[config.mk]
export PLATFORM = sky130hd
export DESIGN_NAME = seq_restoring_divider
export DESIGN_NICKNAME = d
export VERILOG_FILES = /design/src/rtl/seq_restoring_divider.sv
export SDC_FILE = /design/constraint.sdc
export NUM_CORES = 1
export LEC_CHECK = 0
export BUFFER_PORTS_ARGS = -buffer_cell sky130_fd_sc_hd__buf_2
export CORE_UTILIZATION = 45
export CTS_CLUSTER_SIZE = 30
export DETAILED_ROUTE_END_ITERATION = 10
export PLACE_DENSITY = 0.66
export SLEW_MARGIN = 15
export SYNTH_ARGS = -nofsm -noshare
export SYNTH_HDL_FRONTEND = slang
export SYNTH_SLANG_ARGS = --single-unit
[constraint.sdc]
create_clock -name clk -period 4.2 [get_ports clk]
set_clock_uncertainty 0.05 [all_clocks]
set_input_delay 1.26 -clock clk [delete_from_list [all_inputs] [get_ports clk]]
set_output_delay 1.26 -clock clk [all_outputs]
set_load 0.1 [all_outputs]
[src/rtl/seq_restoring_divider.sv]
// seq_restoring_divider: iterative unsigned restoring divider, one quotient bit per clock
module seq_restoring_divider #(
  parameter int WIDTH = 8
) (
  input  logic             clk,
  input  logic             reset_n,
  input  logic             in_valid,
  output logic             in_ready,
  input  logic [WIDTH-1:0] dividend,
  input  logic [WIDTH-1:0] divisor,
  output logic             out_valid,
  input  logic             out_ready,
  output logic [WIDTH-1:0] quotient,
  output logic [WIDTH-1:0] remainder,
  output logic             div_by_zero
);
  localparam int CW = $clog2(WIDTH);
  localparam logic [CW-1:0] LAST = CW'(WIDTH - 1);
  typedef enum logic [1:0] {IDLE, CALC, DONE} state_t;
  state_t r_state, w_next;
  logic [WIDTH-1:0] r_rem, r_q, r_d;
  logic [CW-1:0] r_cnt;
  logic [WIDTH:0] w_shift;
  logic [WIDTH-1:0] w_rem_next, w_q_next;
  logic w_borrow, w_accept, w_last, w_zero;
  assign in_ready = r_state == IDLE;
  assign out_valid = r_state == DONE;
  assign w_accept = in_valid && in_ready;
  assign w_zero = divisor == '0;
  assign w_last = r_cnt == LAST;
  // The stored remainder is always below the divisor, so only the shifted value needs WIDTH+1 bits
  // and the low WIDTH bits of the difference are exact whenever there is no borrow.
  assign w_shift = {r_rem, r_q[WIDTH-1]};
  assign w_borrow = w_shift < {1'b0, r_d};
  assign w_rem_next = w_borrow ? w_shift[WIDTH-1:0] : w_shift[WIDTH-1:0] - r_d;
  assign w_q_next = {r_q[WIDTH-2:0], ~w_borrow};
  // State register
  always_ff @(posedge clk or negedge reset_n)
    if (!reset_n) r_state <= IDLE;
    else r_state <= w_next;
  // Next-state logic: zero divisor skips the iterations entirely
  always_comb begin
    w_next = r_state;
    case (r_state)
      IDLE: w_next = w_accept ? (w_zero ? DONE : CALC) : IDLE;
      CALC: w_next = w_last ? DONE : CALC;
      DONE: w_next = out_ready ? IDLE : DONE;
      default: w_next = IDLE;
    endcase
  end
  // Datapath: load on accept, iterate MSB first in CALC, publish results on the last iteration
  always_ff @(posedge clk or negedge reset_n) begin
    if (!reset_n) begin
      r_rem <= '0;
      r_q <= '0;
      r_d <= '0;
      r_cnt <= '0;
      quotient <= '0;
      remainder <= '0;
      div_by_zero <= 1'b0;
    end else if (w_accept) begin
      r_rem <= '0;
      r_q <= dividend;
      r_d <= divisor;
      r_cnt <= '0;
      if (w_zero) begin
        quotient <= '1;
        remainder <= dividend;
        div_by_zero <= 1'b1;
      end
    end else if (r_state == CALC) begin
      r_rem <= w_rem_next;
      r_q <= w_q_next;
      r_cnt <= w_last ? '0 : r_cnt + 1'b1;
      if (w_last) begin
        quotient <= w_q_next;
        remainder <= w_rem_next;
        div_by_zero <= 1'b0;
      end
    end
  end
endmodule

==> results.yml, run 1 <==
cells_and_area:
  layout_common_cells: "47 x nand2_1, 46 x dfrtp_1, 38 x buf_2, 25 x o21ai_0, 18 x nand3_1"
  mostFrequentLayoutCell: "nand2_1"
  final_nets: 322
  area_growth_pct: 14.01
  diodes: 0
  final_core_util: 0.5368
  drive_above_1_share: 0.1986
global_routing:
  grt_pass1_vias: 1708
  antenna_found_initial: 0
  grt_pass1_wl_mm: 8.459
  grt_usage: 0.2015
  grt_max_degree: 47
  overflow: 0
route:
  avgRoutedWirePerCell_um: 15.11
  via_per_inst: 5.445
  route.final.wire_length_mm: 5.471
  post-route-drc-count: 0
  drt-pass1-iter-count: 4
  detail-route-antenna-nets: 0
  drtIter0Drc: 94
  vias: 1971
cts:
  path_clk_slew_ns: 0.09
  tritoncts: "done"
  cts.path.max_buffers: 2
  ctsHoldBuffers: 0
  cts-htree-levels: 2
  cts_sinks: 46
  cts_inserted_buffers: 5
  insertion_delay_ns: 0.30
  cts_setup_buffers: 0
  root_buffer: "clkbuf_8"
  cts_resized: 0
setup_path:
  cp.arrival_ns: 2.93
  critPathCaptureType: "register"
  crit_path_start_kind: "primary input"
  cp_max_fo: 17
  criticalPathCategory: "primary input to register"
  worstPathRequired_ns: 4.30
sta:
  rsz0062_at_grt: "no"
  worst_slew_pin_slew_ns: 1.047
  holdWs_ns: 0.4399
  period_minus_slack_ns: 2.827
  max_slew_margin: 0.3019
  fin_tns_setup_ns: 0
  drv_slew: 0
  setup_violations: 0
  report.final.hold_viol_count: 0
  finalCritPeriodShare: 0.6730
  fmax_ghz: 0.3538
hold_path:
  holdCritPathClass: "register to register"
floorplanning:
  io_pins: 39
  rows: 26
  initial_utilization: 0.4708
  die_area_um2: 5675
  die_w_um: 75.33
  die_height_um: 75.33
  core_um2: 5140
synth:
  synth_top_flop_cell: "dfrtp_1"
  async_flop_share: 1.000
  ys_seq_area_frac: 0.4757
  syn_inst: 256
  ys_types: 52
  avgSynthCellArea_um2: 9.452
  syn-num-nets: 287
  synth_top_area_share: 0.4757
  yosys.area.top_type: "dfrtp_1"
  ys_ff_latch: 46
  synth_enable_flop_cells: 0
  netlist_top_cells_area: "dfrtp_1 48%, nand2_1 7.3%, ha_1 5.2%"
  yosysWarnings: 0
  syn_area_um2: 2420
job:
  cap_violations: 0
placed_design:
  place_congestion: 0.7650
  dp_hpwl_mm: 3.886
  io_buffer_count: 38
status:
  status: "complete, no violations"
-- through the flow --
step | instances | setup slack (ns) | instance area, um2
detailed placement | 354 | 1.082 | 2653
finish | 362 | 1.373 | 2759
global route | 362 | 1.236 | 2759
CTS | 362 | 1.396 | 2759
global placement | 354 | 1.213 | 2653
floorplan | 256 | 1.132 | 2420
-- path summary, 6_finish.rpt --
check                      slack [ns]  startpoint           end  depth (start not counted)
hold / removal                   0.44      r_d[0]        r_d[0]                          2
setup / recovery                 1.37    in_valid  remainder[4]                          6
hold reg to reg                  0.44      r_d[0]        r_d[0]                          2
max in group asynchronous        2.35     reset_n        r_d[6]                          1
setup reg to reg                 1.50    r_rem[5]      r_rem[4]                          6
min in group asynchronous        1.08     reset_n        r_d[1]                          1
-- cells in the mapped netlist, types with 4 or more instances --
library cell	count
o21ai_0	25
nor2_1	5
inv_1	13
clkbuf_1	5
dfrtp_1	46
a22oi_1	9
a21oi_1	12
nand3_1	18
mux2i_1	4
nand2_1	47
ha_1	10
nor3_1	7
-- layer usage --
layer	global-route usage	up-vias	routed length [um]
met2	0.3135	46	2482
met1	0.2919	943	2731
met5	0	-	0
met3	0.04233	4	240
li1	-	978	-
met4	0.04321	0	17
-- worst max-delay path: stages --
cell	delay [ns]
buf_2	0.08
or3b_1	0.61
nor3_2	0.43
nor2_1	0.20
nor3_1	0.26
a211oi_2	0.08
-- cell families (layout without fill, tap and decap cells) --
kind of cell | after synthesis | after routing | synth area share
AOI/OAI and AO/OA | 67 | 67 | 0.1836
muxes | 5 | 5 | 0.02120
adders and majority gates | 11 | 11 | 0.05998
xor gates and xnor gates | 1 | 1 | 0.003620
DFF | 46 | 46 | 0.4757
and+or+nand+nor | 101 | 101 | 0.2110
buffers and inverters | 25 | 61 | 0.04499
-- sequential cells by signal, indices dropped and copies added (netlist names) --
name	cells
r_cnt	3
r_d	8
r_state	2
r_rem	8
quotient	8
r_q	8
div_by_zero	1
remainder	8
-- cell type report --
| type | instances | area (um2) |
|---|---|---|
| timing repair buffer | 40 | 205.2 |
| clock buffer | 7 | 76.32 |
| fill | 487 | 2381 |
| multi-input combinational | 185 | 1160 |
| inverter | 13 | 48.80 |
| tap | 70 | 87.58 |
| clock inverter | 1 | 30.03 |
| sequential | 46 | 1151 |
Power of run 1 is not shown: default switching activity piles up to over one toggle a cycle in this logic, so the estimate is an artifact.
==> inputs of run 2 (changes only) <==
--- a/config.mk
+++ b/config.mk
@@ -9,7 +9,7 @@
 export CORE_UTILIZATION = 45
 export CTS_CLUSTER_SIZE = 30
 export DETAILED_ROUTE_END_ITERATION = 10
-export PLACE_DENSITY = 0.66
+export PLACE_DENSITY = 0.68
 export SLEW_MARGIN = 15
 export SYNTH_ARGS = -nofsm -noshare
 export SYNTH_HDL_FRONTEND = slang
==> constraint.sdc (replaced) <==
create_clock -name clk -period 2.6 [get_ports clk]
set_clock_uncertainty 0.05 [all_clocks]
set_input_delay 0.78 -clock clk [delete_from_list [all_inputs] [get_ports clk]]
set_output_delay 0.78 -clock clk [all_outputs]
set_load 0.1 [all_outputs]
==> run 2 against run 1 <==
Compared with the run above: register-to-register slack got worse by 1.3 ns; global-route usage rose by 1.6 points; design area rose by 3.1%; cell count rose by 2.8%; highest routed layer unchanged; critical path depth rose by 1; routed wire length rose by 3.5%; core utilization rose by 1.7 points.
==> results.yml, run 2 (same netlist as run 1, synthesis figures left out) <==
global_routing:
  grt_usage: 0.2174
  antenna_found_initial: 0
  grt_pass1_vias: 1798
  grt_max_degree: 24
  grt_pass1_wl_mm: 9.011
  overflow: 0
cts:
  cts_inserted_buffers: 5
  path_clk_slew_ns: 0.09
  ctsHoldBuffers: 0
  cts-htree-levels: 2
  tritoncts: "done"
  cts_sinks: 46
  cts_resized: 0
  cts.path.max_buffers: 2
  root_buffer: "clkbuf_8"
  insertion_delay_ns: 0.30
  cts_setup_buffers: 0
setup_path:
  cp.arrival_ns: 2.57
  r2r-start: "r_rem[5]"
  worstPathRequired_ns: 2.73
  r2r_cells: 7
  slowest_delay_ns: 0.40
  worst_path_max_delay_cell: "dfrtp_1"
  critical_path_buf_inv_count: 1
  crit_path_start_kind: "register"
  crit_family: "compound AO/OA/AOI/OAI gates"
  criticalPathCategory: "register to register"
  crit_chain: "ha_1 > a21o_1 > a221oi_2 > o31a_1 > buf_4 > mux2i_1 > o22ai_1"
  startpoint: "r_rem[5]"
  r2r_slack_ns: 0.16
  worstReg2RegEnd: "remainder[6]"
  critPathCaptureType: "register"
  cp_max_fo: 8
sta:
  fmax_ghz: 0.4093
  finalCritPeriodShare: 0.9396
  report.final.hold_viol_count: 0
  rsz0062_at_grt: "no"
  drv_slew: 0
  layout_setup_ws_ns: 0.1570
  max_slew_margin: 0.5374
  period_minus_slack_ns: 2.443
  setup_violations: 0
  fin_tns_setup_ns: 0
  holdWs_ns: 0.3626
  worst_slew_pin_slew_ns: 0.6922
placed_design:
  dp_hpwl_mm: 4.176
  io_buffer_count: 38
  place_congestion: 0.8181
  dp_slack_ns: 0.1699
route:
  drt-pass1-iter-count: 4
  via_per_inst: 5.430
  post-route-drc-count: 0
  vias: 2020
  drtIter0Drc: 138
  avgRoutedWirePerCell_um: 15.22
  detail-route-antenna-nets: 0
  route.final.wire_length_mm: 5.662
cells_and_area:
  final_nets: 332
  area_growth_pct: 17.53
  fillCellCount: 495
  layout_common_cells: "47 x nand2_1, 46 x dfrtp_1, 38 x buf_2, 25 x o21ai_0, 18 x nand3_1"
  drive_above_1_share: 0.2351
  multiInputGateArea_um2: 1162
  seq_area_um2: 1151
  mostFrequentLayoutCell: "nand2_1"
  diodes: 0
floorplanning:
  initial_utilization: 0.4708
  die_w_um: 75.33
  rows: 26
  core_um2: 5140
  io_pins: 39
  die_height_um: 75.33
  die_area_um2: 5675
status:
  status: "complete, no violations"
hold_path:
  holdCritPathClass: "primary input to async pin"
job:
  cap_violations: 0
run 2: changes by cell type in the layout (fill, tap and decap cells not counted):
cell | before | now
buf_4 | 2 | 12
clkbuf_1 | 2 | 0
clkinvlp_4 | 0 | 2
nor2_1 | 5 | 4
nor2_2 | 3 | 4
run 2: layout make-up:
cell class                      instances  share of cell area
Clock inverter                          3             0.01584
Sequential cell                        46              0.4047
Multi-Input combinational cell        185              0.4087
Tap cell                               70             0.03080
Inverter                               13             0.01716
Clock buffer                            5             0.02420
Timing Repair Buffer                   50             0.09855
run 2: worst max-delay path by stage:
stage	to	slack [ns]	depth (start not counted)
after floorplan	out_valid	-0.006	1
after global placement	remainder[0]	0.19	6
after detailed placement	remainder[0]	0.17	6
after CTS	remainder[6]	0.17	7
after global routing	remainder[6]	0.02	7
final	remainder[6]	0.16	7
run 2: per-stage QoR:
step                area [um2]  utilization  instances
global route              2844       0.5533        372
floorplan                 2422            -        256
CTS                       2844       0.5533        372
detailed placement        2730       0.5312        364
global placement          2730       0.5312        364
finish                    2844       0.5533        372
run 2: layer usage:
metal	wire length, um	vias to the layer above	share of wire	global-route usage
li1	-	999	-	-
met1	2697	954	0.48	0.3239
met2	2603	63	0.46	0.3313
met3	310	4	0.055	0.03968
met4	50	0	0.0088	0.04938
met5	0	-	0	0
Power of run 2 is left out for the same reason.
